`config.mk`:
```
export PLATFORM = sky130hd
export DESIGN_NAME = cdr_phase_ctrl
export DESIGN_NICKNAME = d
export VERILOG_FILES = /design/src/rtl/cdr_phase_ctrl.sv
export SDC_FILE = /design/constraint.sdc
export NUM_CORES = 1
export LEC_CHECK = 0
export ABC_AREA = 1
export ABC_CLOCK_PERIOD_IN_PS = 6160
export BUFFER_PORTS_ARGS = -buffer_cell sky130_fd_sc_hd__buf_2
export CORE_UTILIZATION = 30
export DETAILED_ROUTE_END_ITERATION = 7
export PLACE_DENSITY_LB_ADDON = 0.1
export SLEW_MARGIN = 20
export SYNTH_ARGS = -nofsm -noshare
export SYNTH_HDL_FRONTEND = slang
export SYNTH_SLANG_ARGS = --single-unit
export TNS_END_PERCENT = 5
```
`constraint.sdc`:
```
create_clock -name clk -period 6.16 [get_ports clk]
set_clock_uncertainty 0.05 [all_clocks]
set_input_delay 1.232 -clock clk [delete_from_list [all_inputs] [get_ports clk]]
set_output_delay 1.232 -clock clk [all_outputs]
set_load 0.02 [all_outputs]
```
`src/rtl/cdr_phase_ctrl.sv`:
```
// Phase-selection controller for a 4-phase oversampling CDR front end.
// Picks the phase farthest from the dominant edge, with hysteresis, lock and LOS reporting.
module cdr_phase_ctrl #(
    parameter int WINDOW         = 64,
    parameter int SWITCH_WINDOWS = 2,
    parameter int LOCK_WINDOWS   = 4,
    parameter int LOS_WINDOWS    = 2
) (
    input  logic       clk,
    input  logic       rst_n,
    input  logic       enable,
    input  logic       valid,
    input  logic [3:0] edge_flags,
    input  logic [3:0] samples,
    output logic [1:0] sel_phase,
    output logic       locked,
    output logic       los,
    output logic       phase_changed,
    output logic       data_out,
    output logic       data_valid
);

    localparam int CW = $clog2(WINDOW + 1);
    localparam int SW = $clog2(SWITCH_WINDOWS + 1);
    localparam int LW = $clog2(LOCK_WINDOWS + 1);
    localparam int ZW = $clog2(LOS_WINDOWS + 1);
    localparam logic [CW-1:0] WEND   = CW'(WINDOW - 1);
    localparam logic [SW-1:0] SW_MAX = SW'(SWITCH_WINDOWS);
    localparam logic [LW-1:0] L_MAX  = LW'(LOCK_WINDOWS);
    localparam logic [ZW-1:0] Z_MAX  = ZW'(LOS_WINDOWS);

    typedef enum logic {ACQ = 1'b0, LOCK = 1'b1} state_t;

    logic [3:0][CW-1:0] cnt_q, cnt_d, cnt_inc;
    logic [CW-1:0]      wcnt_q, wcnt_d;
    state_t             state_q, state_d;
    logic [1:0]         sel_q, sel_d, pend_phase_q, pend_phase_d;
    logic [SW-1:0]      pend_cnt_q, pend_cnt_d;
    logic [LW-1:0]      lock_cnt_q, lock_cnt_d;
    logic [ZW-1:0]      zero_cnt_q, zero_cnt_d;
    logic               locked_q, locked_d, los_q, los_d, pc_q, pc_d;
    logic               dout_q, dout_d, dvalid_q, dvalid_d;
    logic               win_end, all_zero;
    logic [1:0]         win_idx, target;
    logic [CW-1:0]      win_cnt;

    assign win_end = valid && (wcnt_q == WEND);
    assign wcnt_d  = (win_end || !enable) ? '0 : wcnt_q + CW'(valid);

    // Counts include the current cycle so the window-end decision sees every sample.
    generate
        for (genvar gi = 0; gi < 4; gi++) begin : g_cnt
            assign cnt_inc[gi] = cnt_q[gi] + CW'(valid && edge_flags[gi]);
            assign cnt_d[gi]   = (win_end || !enable) ? '0 : cnt_inc[gi];
        end
    endgenerate

    always_comb begin
        win_idx = '0;
        win_cnt = cnt_inc[0];
        for (int i = 1; i < 4; i++) begin
            if (cnt_inc[i] > win_cnt) begin
                win_cnt = cnt_inc[i];
                win_idx = 2'(i);
            end
        end
        all_zero = (cnt_inc == '0);
        target   = win_idx + 2'd2;
    end

    always_comb begin
        state_d      = state_q;
        sel_d        = sel_q;
        pend_phase_d = pend_phase_q;
        pend_cnt_d   = pend_cnt_q;
        lock_cnt_d   = lock_cnt_q;
        zero_cnt_d   = zero_cnt_q;
        los_d        = los_q;
        pc_d         = 1'b0;
        dvalid_d     = valid;
        dout_d       = valid ? samples[sel_q] : dout_q;

        if (win_end) begin
            if (all_zero) begin
                if (zero_cnt_q != Z_MAX) zero_cnt_d = zero_cnt_q + 1'b1;
                if (zero_cnt_d == Z_MAX) begin
                    los_d      = 1'b1;
                    lock_cnt_d = '0;
                    state_d    = ACQ;
                end
            end else begin
                zero_cnt_d = '0;
                los_d      = 1'b0;
                if (target == sel_q) begin
                    pend_cnt_d = '0;
                    if (lock_cnt_q != L_MAX) lock_cnt_d = lock_cnt_q + 1'b1;
                    if (lock_cnt_d == L_MAX) state_d = LOCK;
                end else begin
                    // A pending candidate only accumulates while it stays unbroken.
                    if (target == pend_phase_q && pend_cnt_q != '0) begin
                        pend_cnt_d = pend_cnt_q + 1'b1;
                    end else begin
                        pend_phase_d = target;
                        pend_cnt_d   = SW'(1);
                    end
                    if (pend_cnt_d == SW_MAX) begin
                        sel_d      = target;
                        pend_cnt_d = '0;
                        lock_cnt_d = '0;
                        state_d    = ACQ;
                        pc_d       = 1'b1;
                    end
                end
            end
        end

        if (!enable) begin
            state_d      = ACQ;
            sel_d        = '0;
            pend_phase_d = '0;
            pend_cnt_d   = '0;
            lock_cnt_d   = '0;
            zero_cnt_d   = '0;
            los_d        = 1'b0;
            pc_d         = 1'b0;
            dvalid_d     = 1'b0;
            dout_d       = 1'b0;
        end
        locked_d = (state_d == LOCK);
    end

    always_ff @(posedge clk or negedge rst_n) begin
        if (!rst_n) begin
            cnt_q        <= '0;
            wcnt_q       <= '0;
            state_q      <= ACQ;
            sel_q        <= '0;
            pend_phase_q <= '0;
            pend_cnt_q   <= '0;
            lock_cnt_q   <= '0;
            zero_cnt_q   <= '0;
            locked_q     <= 1'b0;
            los_q        <= 1'b0;
            pc_q         <= 1'b0;
            dout_q       <= 1'b0;
            dvalid_q     <= 1'b0;
        end else begin
            cnt_q        <= cnt_d;
            wcnt_q       <= wcnt_d;
            state_q      <= state_d;
            sel_q        <= sel_d;
            pend_phase_q <= pend_phase_d;
            pend_cnt_q   <= pend_cnt_d;
            lock_cnt_q   <= lock_cnt_d;
            zero_cnt_q   <= zero_cnt_d;
            locked_q     <= locked_d;
            los_q        <= los_d;
            pc_q         <= pc_d;
            dout_q       <= dout_d;
            dvalid_q     <= dvalid_d;
        end
    end

    assign sel_phase     = sel_q;
    assign locked        = locked_q;
    assign los           = los_q;
    assign phase_changed = pc_q;
    assign data_out      = dout_q;
    assign data_valid    = dvalid_q;

endmodule

```
==> impl_results.md, run 1 <==
- Status: completed
- Chip Width: 109.6 µm
- CP Data Arrival Time: 5.93 ns
- First-pass GRT wire length: 13940 µm
- Drt pass-1 iters: 4
- IO Count: 19
- H-tree Lvls: 2
- Routed len/inst: 12.47 µm
- Crit path kind: input pin to flop
- Filler cell count: 1153
- RSZ-0062 raised after global routing: yes
- Area post-placement: 3976 µm²
- Core Rows: 38
- Min cycle time layout: 5.798 ns
- TritonCTS clock tree: built
- M1 WL: between 4000 and 5000 µm
- Share of the synthesized area in the top cell type: 0.3672
- DR top layer: met4
- Worst-Skew Late Latency: 0.30 ns
- Crit. End Element: flop
- Data required, critical path: 6.29 ns
- CTS root buffer: clkbuf_16
- Core box area: 11080 µm²
- Area added between synthesis and finish: 24.98%
- Total gr overflow: 0
- Total wire length: around 8100 µm
- Final ANT Viol Nets: 0
- Non-Filler Instances: 649
- Vias per cell: approximately 4.5
- Post-Place Cells: 633
- Worst-Margin Slew: about 0.85 ns
- Fraction of layout cells with a size suffix above 1: 0.2633
- Hold_buf cts: 0
- Post-route setup slack: 0.3615 ns
- Min-delay worst type: flop to flop
- Max Freq: 172.5 MHz
- Final hold vios: 0
- Final worst path period share: 0.9413
- WL met2: 3732 µm
- CTS sink count: around 50
- Distinct cell type count after synthesis: 35
- Area leader, netlist: dfrtp_1
- Post-Syn Nets: about 500
- Met3 WL: 179 µm
- Setup-failing EPs final: 0
- Mean Syn Cell Area: 7.776 µm²
- Peak supply drop: 111.7 µV
- Total track usage: 0.1522
- PD cells: 295.3 nW/µm²
- Num CTS Buffers: 5
- Most frequent cells in the layout: nand2_1 (77), inv_1 (59), nor2_1 (54)
- Worst slew margin: 0.4328
- Cell count after synthesis: 447
- CP Launch Type: input pin
- Detail Placement HPWL: 6281 µm
- # DRC: 0
- Max-cap check violation count: 0
- Clk buf depth: 2
- N_diodes: 0
- Initial antenna violation count: 0
- Post-synthesis cell area: 3476 µm²
- Largest net degree at the start of global routing: 52
- Die area: ~12000 µm²
- Max Slew Vio Count: 0
- Nets@finish: 554
- Port Buffer Count: 18
- GP Congestion: between 0.8 and 0.9
- Synthesis Warnings: 0
- Slowest CP cell: ha_1
- Most frequent CP cell: nand2_1
- Seq/Total Area, Yosys: 0.3672
- Commonest non-fill, non-tap cell in the layout: nand2_1
- CP peak stage delay: about 0.33 ns
- Synth Register Bits: 51
- CP Max Fanout: 6
- 1st-iter DRT viols: 86
- Synth top area cells: dfrtp_1 (37%), ha_1 (12%), nand2_1 (9.3%)
- Fin area: 4344 µm²
- Initial core utilization: 0.3138
- Reg clk slew, reported paths: 0.07 ns
- Vias in the first global route: 2941
- Setup Slack @ Placement: -0.4429 ns
- Vias: approximately 3000
- Leak: 2.265 nW
- Die Height: 109.6 µm
- TNS Setup: 0 ns
-- sequential cells by signal (all words and copies together) (netlist names), 2 cells and up --
| signal | count |
|---|---|
| wcnt_q | 7 |
| cnt_q | 28 |
| zero_cnt_q | 2 |
| sel_phase | 2 |
| lock_cnt_q | 3 |
| pend_phase_q | 2 |
| pend_cnt_q | 2 |
-- critical path, delay by kind of cell --
family | cells | cell delay, ns
buf+inv | 5 | 0.60
xor+xnor | 1 | 0.14
compound gates | 8 | 1.07
simple gates | 21 | 1.91
fa+ha+maj | 4 | 0.96
-- Yosys cell counts (all sizes together) --
cell type  number
o211ai          2
nand3b          4
o22ai           3
nor3b           3
a21oi          15
nor2           62
xnor2           2
nor4            2
ha             33
xor2           17
inv            64
a21o            1
a311oi          1
dfrtp          51
o21ai          28
buf             1
nor3            6
o32ai           1
clkbuf          6
nand3          22
nand4          13
nand2         107
or2             3
-- cells by family after synthesis --
logic type | share of synthesized area
and+or+nand+nor | 0.3071
buffers and inverters | 0.07703
AOI/OAI and AO/OA | 0.08208
DFF | 0.3672
adders and majority gates | 0.1188
xor gates and xnor gates | 0.04788
-- per-stage QoR --
step                  util  hold slack, ns  power, mW
floorplan                -          0.4248     0.7091
global placement    0.3589          0.4039     0.8796
detailed placement  0.3589          0.4113     0.8854
CTS                 0.3747          0.4281      1.218
global route        0.3921          0.4497      1.387
finish              0.3921          0.4236      1.283
-- what timing repair did --
action                                  in CTS  in global routing
gates cloned                                 0                  2
pin swaps                                    0                 20
endpoints found under the setup margin      10                 11
buffers inserted                             0                  7
resized for setup                            3                 40
-- worst paths after layout --
| kind | from | to | slack [ns] | cells past startpoint |
|---|---|---|---|---|
| worst max-delay path | valid | locked | 0.36 | 39 |
| worst min-delay path | locked | locked | 0.42 | 2 |
| worst max register to register | cnt_q[7] | locked | 1.15 | 38 |
| worst min register to register | locked | locked | 0.42 | 2 |
| max in group asynchronous | rst_n | locked | 4.62 | 2 |
| min in group asynchronous | rst_n | cnt_q[1] | 1.01 | 2 |
-- metal layers --
layer	track usage	vias to the layer above
met4	0.04952	0
met5	0	-
li1	-	1563
met2	0.2520	34
met1	0.2027	1333
met3	0.02371	12
-- layout make-up --
| class | count | area [µm²] | share of cell area |
|---|---|---|---|
| Multi-Input combinational cell | 327 | 2082 | 0.4793 |
| Clock inverter | 2 | 37.54 | 0.008641 |
| Sequential cell | 51 | 1276 | 0.2938 |
| Clock buffer | 5 | 125.1 | 0.02880 |
| Tap cell | 140 | 175.2 | 0.04032 |
| Inverter | 64 | 240.2 | 0.05530 |
| Timing Repair Buffer | 60 | 407.9 | 0.09389 |
-- power by group --
group / switching, mW / internal (mW) / total [mW] / leakage, nW
logic: 0.338 / 0.245 / 0.582 / 1.49
clock network: 0.125 / 0.190 / 0.315 / 0.0759
registers: 0.0273 / 0.359 / 0.386 / 0.700
No activity file was read; power rests on OpenSTA's default activity.
==> inputs of run 2 (changes only) <==
--- a/config.mk
+++ b/config.mk
@@ -9,6 +9,8 @@
 export ABC_CLOCK_PERIOD_IN_PS = 6160
 export BUFFER_PORTS_ARGS = -buffer_cell sky130_fd_sc_hd__buf_2
 export CORE_UTILIZATION = 30
+export CTS_BUF_LIST = sky130_fd_sc_hd__clkbuf_4 sky130_fd_sc_hd__clkbuf_8
+export CTS_CLUSTER_DIAMETER = 60
 export DETAILED_ROUTE_END_ITERATION = 7
 export PLACE_DENSITY_LB_ADDON = 0.1
 export SLEW_MARGIN = 20
==> run 2 against run 1 <==
  * Critical path type unchanged
  * Critical endpoint unchanged
  * Register-to-register slack is essentially flat
  * Clock power shrank 24%
  * Largest power group unchanged
  * Non-clock buffer count is the same
==> impl_results.md, run 2 (same netlist as run 1, synthesis figures left out) <==
- Register name with the most flops: cnt_q
- Worst-Margin Slew: 0.8400 ns (-0.01073 ns)
- Max Slew Vio Count: 0 (unchanged)
- Status: completed
- Slowest CP cell: ha_1
- Clk buf depth: 2 (unchanged)
- RR Endpoint: locked
- # DRC: 0 (unchanged)
- CP Launch Point: valid
- Vias per cell: 4.518 (-0.34%)
- R2R Setup Slk: 1.16 ns (about the same)
- Initial core utilization: 0.3138 (unchanged)
- Most frequent CP cell: nand2_1
- Total gr overflow: 0 (unchanged)
- Worst slew margin: 0.4400 (+0.007154)
- Initial antenna violation count: 0 (unchanged)
- Min-delay worst type: flop to flop
- Routed len/inst: 12.42 µm (-0.43%)
- Worst-Skew Late Latency: 0.32 ns (+0.02 ns)
- Logic pwr share: 0.481 (+0.027)
- Reg2Reg Depth: 38 (unchanged)
- Buf/Inv on CP: 5 (unchanged)
- PD cells: 280.5 nW/µm² (-5.0%)
- Sw Ratio: 0.4005 (+0.01846)
- TNS Setup: 0 ns (unchanged)
- CP Launch Type: input pin
- Fraction of layout cells with a size suffix above 1: 0.2574 (-0.005894)
- IO Count: 19 (unchanged)
- CTS root buffer: clkbuf_8
- Clock network power share: 0.198 (-0.047)
- First-pass GRT wire length: 13970 µm (+0.15%)
- CP Data Arrival Time: 5.93 ns (about the same)
- Commonest non-fill, non-tap cell in the layout: nand2_1
- Area added between synthesis and finish: 23.22%
- Die area: 12020 µm² (unchanged)
- Vias: 2932 (-0.34%)
- Total track usage: 0.1520 (-0.0002533)
- CP Max Fanout: 6 (unchanged)
- Data required, critical path: 6.32 ns (+0.03 ns)
- Detail Placement HPWL: 6281 µm (unchanged)
- Max reg flops: 28 (unchanged)
- Max Freq: 173.3 MHz (+0.47%)
- GP Congestion: 0.8246 (unchanged)
- Min cycle time layout: 5.771 ns (-0.02700 ns)
- Reg-to-Reg Start: cnt_q[7]
- Nets@finish: 554 (unchanged)
- Most frequent cells in the layout: nand2_1 (79), inv_1 (60), nor2_1 (54)
- Top flop regs: cnt_q x28, wcnt_q x7, lock_cnt_q x3
- Num CTS Buffers: 5 (unchanged)
- P_sw: 481.2 µW (-1.8%)
- Die Height: 109.6 µm (unchanged)
- H-tree Lvls: 2 (unchanged)
- TritonCTS clock tree: built
- Crit path kind: input pin to flop
- 1st-iter DRT viols: 62 (-28%)
- Fin area: 4283 µm² (-1.4%)
- P_int: 720.3 µW (-9.1%)
- Area post-placement: 3976 µm² (unchanged)
- Core Rows: 38 (unchanged)
- Hold_buf cts: 0 (unchanged)
- Final worst path period share: 0.9369 (-0.004384)
- Chip Width: 109.6 µm (unchanged)
- Largest net degree at the start of global routing: 52 (unchanged)
- Total wire length: 8058 µm (-0.43%)
- Hold path cells: 2 (unchanged)
- CTS sink count: 51 (unchanged)
- Final hold vios: 0 (unchanged)
- Port Buffer Count: 18 (unchanged)
- Final Power: 1.202 mW (-6.3%)
- N_diodes: 0 (unchanged)
- HP Start: locked
- Core box area: 11080 µm² (unchanged)
- Seq pwr share: 0.321 (+0.020)
- Max-cap check violation count: 0 (unchanged)
- Setup-failing EPs final: 0 (unchanged)
- Vias in the first global route: 2951 (+0.34%)
- CP peak stage delay: 0.33 ns (about the same)
- Reg clk slew, reported paths: 0.10 ns (+0.03 ns)
- Final ANT Viol Nets: 0 (unchanged)
- Post-Place Cells: 633 (unchanged)
- Crit path max-delay family: simple AND/OR/NAND/NOR gates
- Peak supply drop: 112.8 µV (+1.0%)
- Leak: 2.241 nW (-1.1%)
- Crit. End Element: flop
- Drt pass-1 iters: 4 (unchanged)
- Non-Filler Instances: 649 (unchanged)
- Hold WS: 0.4307 ns (+0.007117 ns)
- Hold EP: locked
==> run 2: cell counts in the layout (fill, tap and decap cells not counted) <==
Identical to the previous run, type by type.
==> run 2: worst reg2reg max path, delay by kind of cell, from the launching register on <==
kind / cells / cell delay [ns]
AOI/OAI and AO/OA: 6 / 0.60
xor gates and xnor gates: 1 / 0.19
adders and majority gates: 4 / 1.17
buffers and inverters: 3 / 0.30
DFF: 1 / 0.39
and+or+nand+nor: 24 / 2.21
==> run 2: how the worst max path moves through the flow <==
stage                               end  slack (ns)  cells past startpoint
final                            locked        0.39                     41
after global routing      lock_cnt_q[1]       -0.04                     41
after CTS                        locked        0.08                     40
after detailed placement  lock_cnt_q[0]       -0.44                     35
after global placement           locked       -0.30                     38
after floorplan            sel_phase[0]        0.08                     42
==> run 2: cell type report <==
| cell class | instances | area (µm²) |
|---|---|---|
| clock buffers | 5 | 68.82 |
| clock inverters | 2 | 37.54 |
| fillers | 1164 | 6795 |
| inverters | 64 | 240.2 |
| multi-input cells | 327 | 2077 |
| flip-flops and latches | 51 | 1276 |
| well taps | 140 | 175.2 |
| repair buffers | 60 | 407.9 |
==> run 2: per-layer routing <==
layer	part of all wire	wire, µm	up-vias	global-route usage
met5	0	0	-	0
met1	0.50	4042	1335	0.2030
li1	-	-	1562	-
met4	0.016	127	0	0.04667
met3	0.021	170	11	0.02371
met2	0.46	3717	24	0.2520
==> run 2: power groups by stage <==
stage,registers (mW),clock network (mW),logic [mW]
6_report,0.386,0.238,0.578
5_1_grt,0.390,0.261,0.652
4_1_cts,0.383,0.250,0.506
3_5_place_dp,0.389,0,0.497
3_3_place_gp,0.388,0,0.492
2_1_floorplan,0.394,0,0.315
==> run 2: timing repair <==
action,4_1_cts,5_1_grt
pin swaps,0,18
cloned,0,2
buffers inserted,0,7
gates resized for setup,3,37
setup endpoints to repair,8,11
==> run 2: per-stage QoR <==
stage,setup slack [ns],util
final,0.3885,0.3866
after global routing,-0.03858,0.3866
after CTS,0.07575,0.3697
after detailed placement,-0.4429,0.3589
after global placement,-0.3037,0.3589
after floorplan,0.08339,-
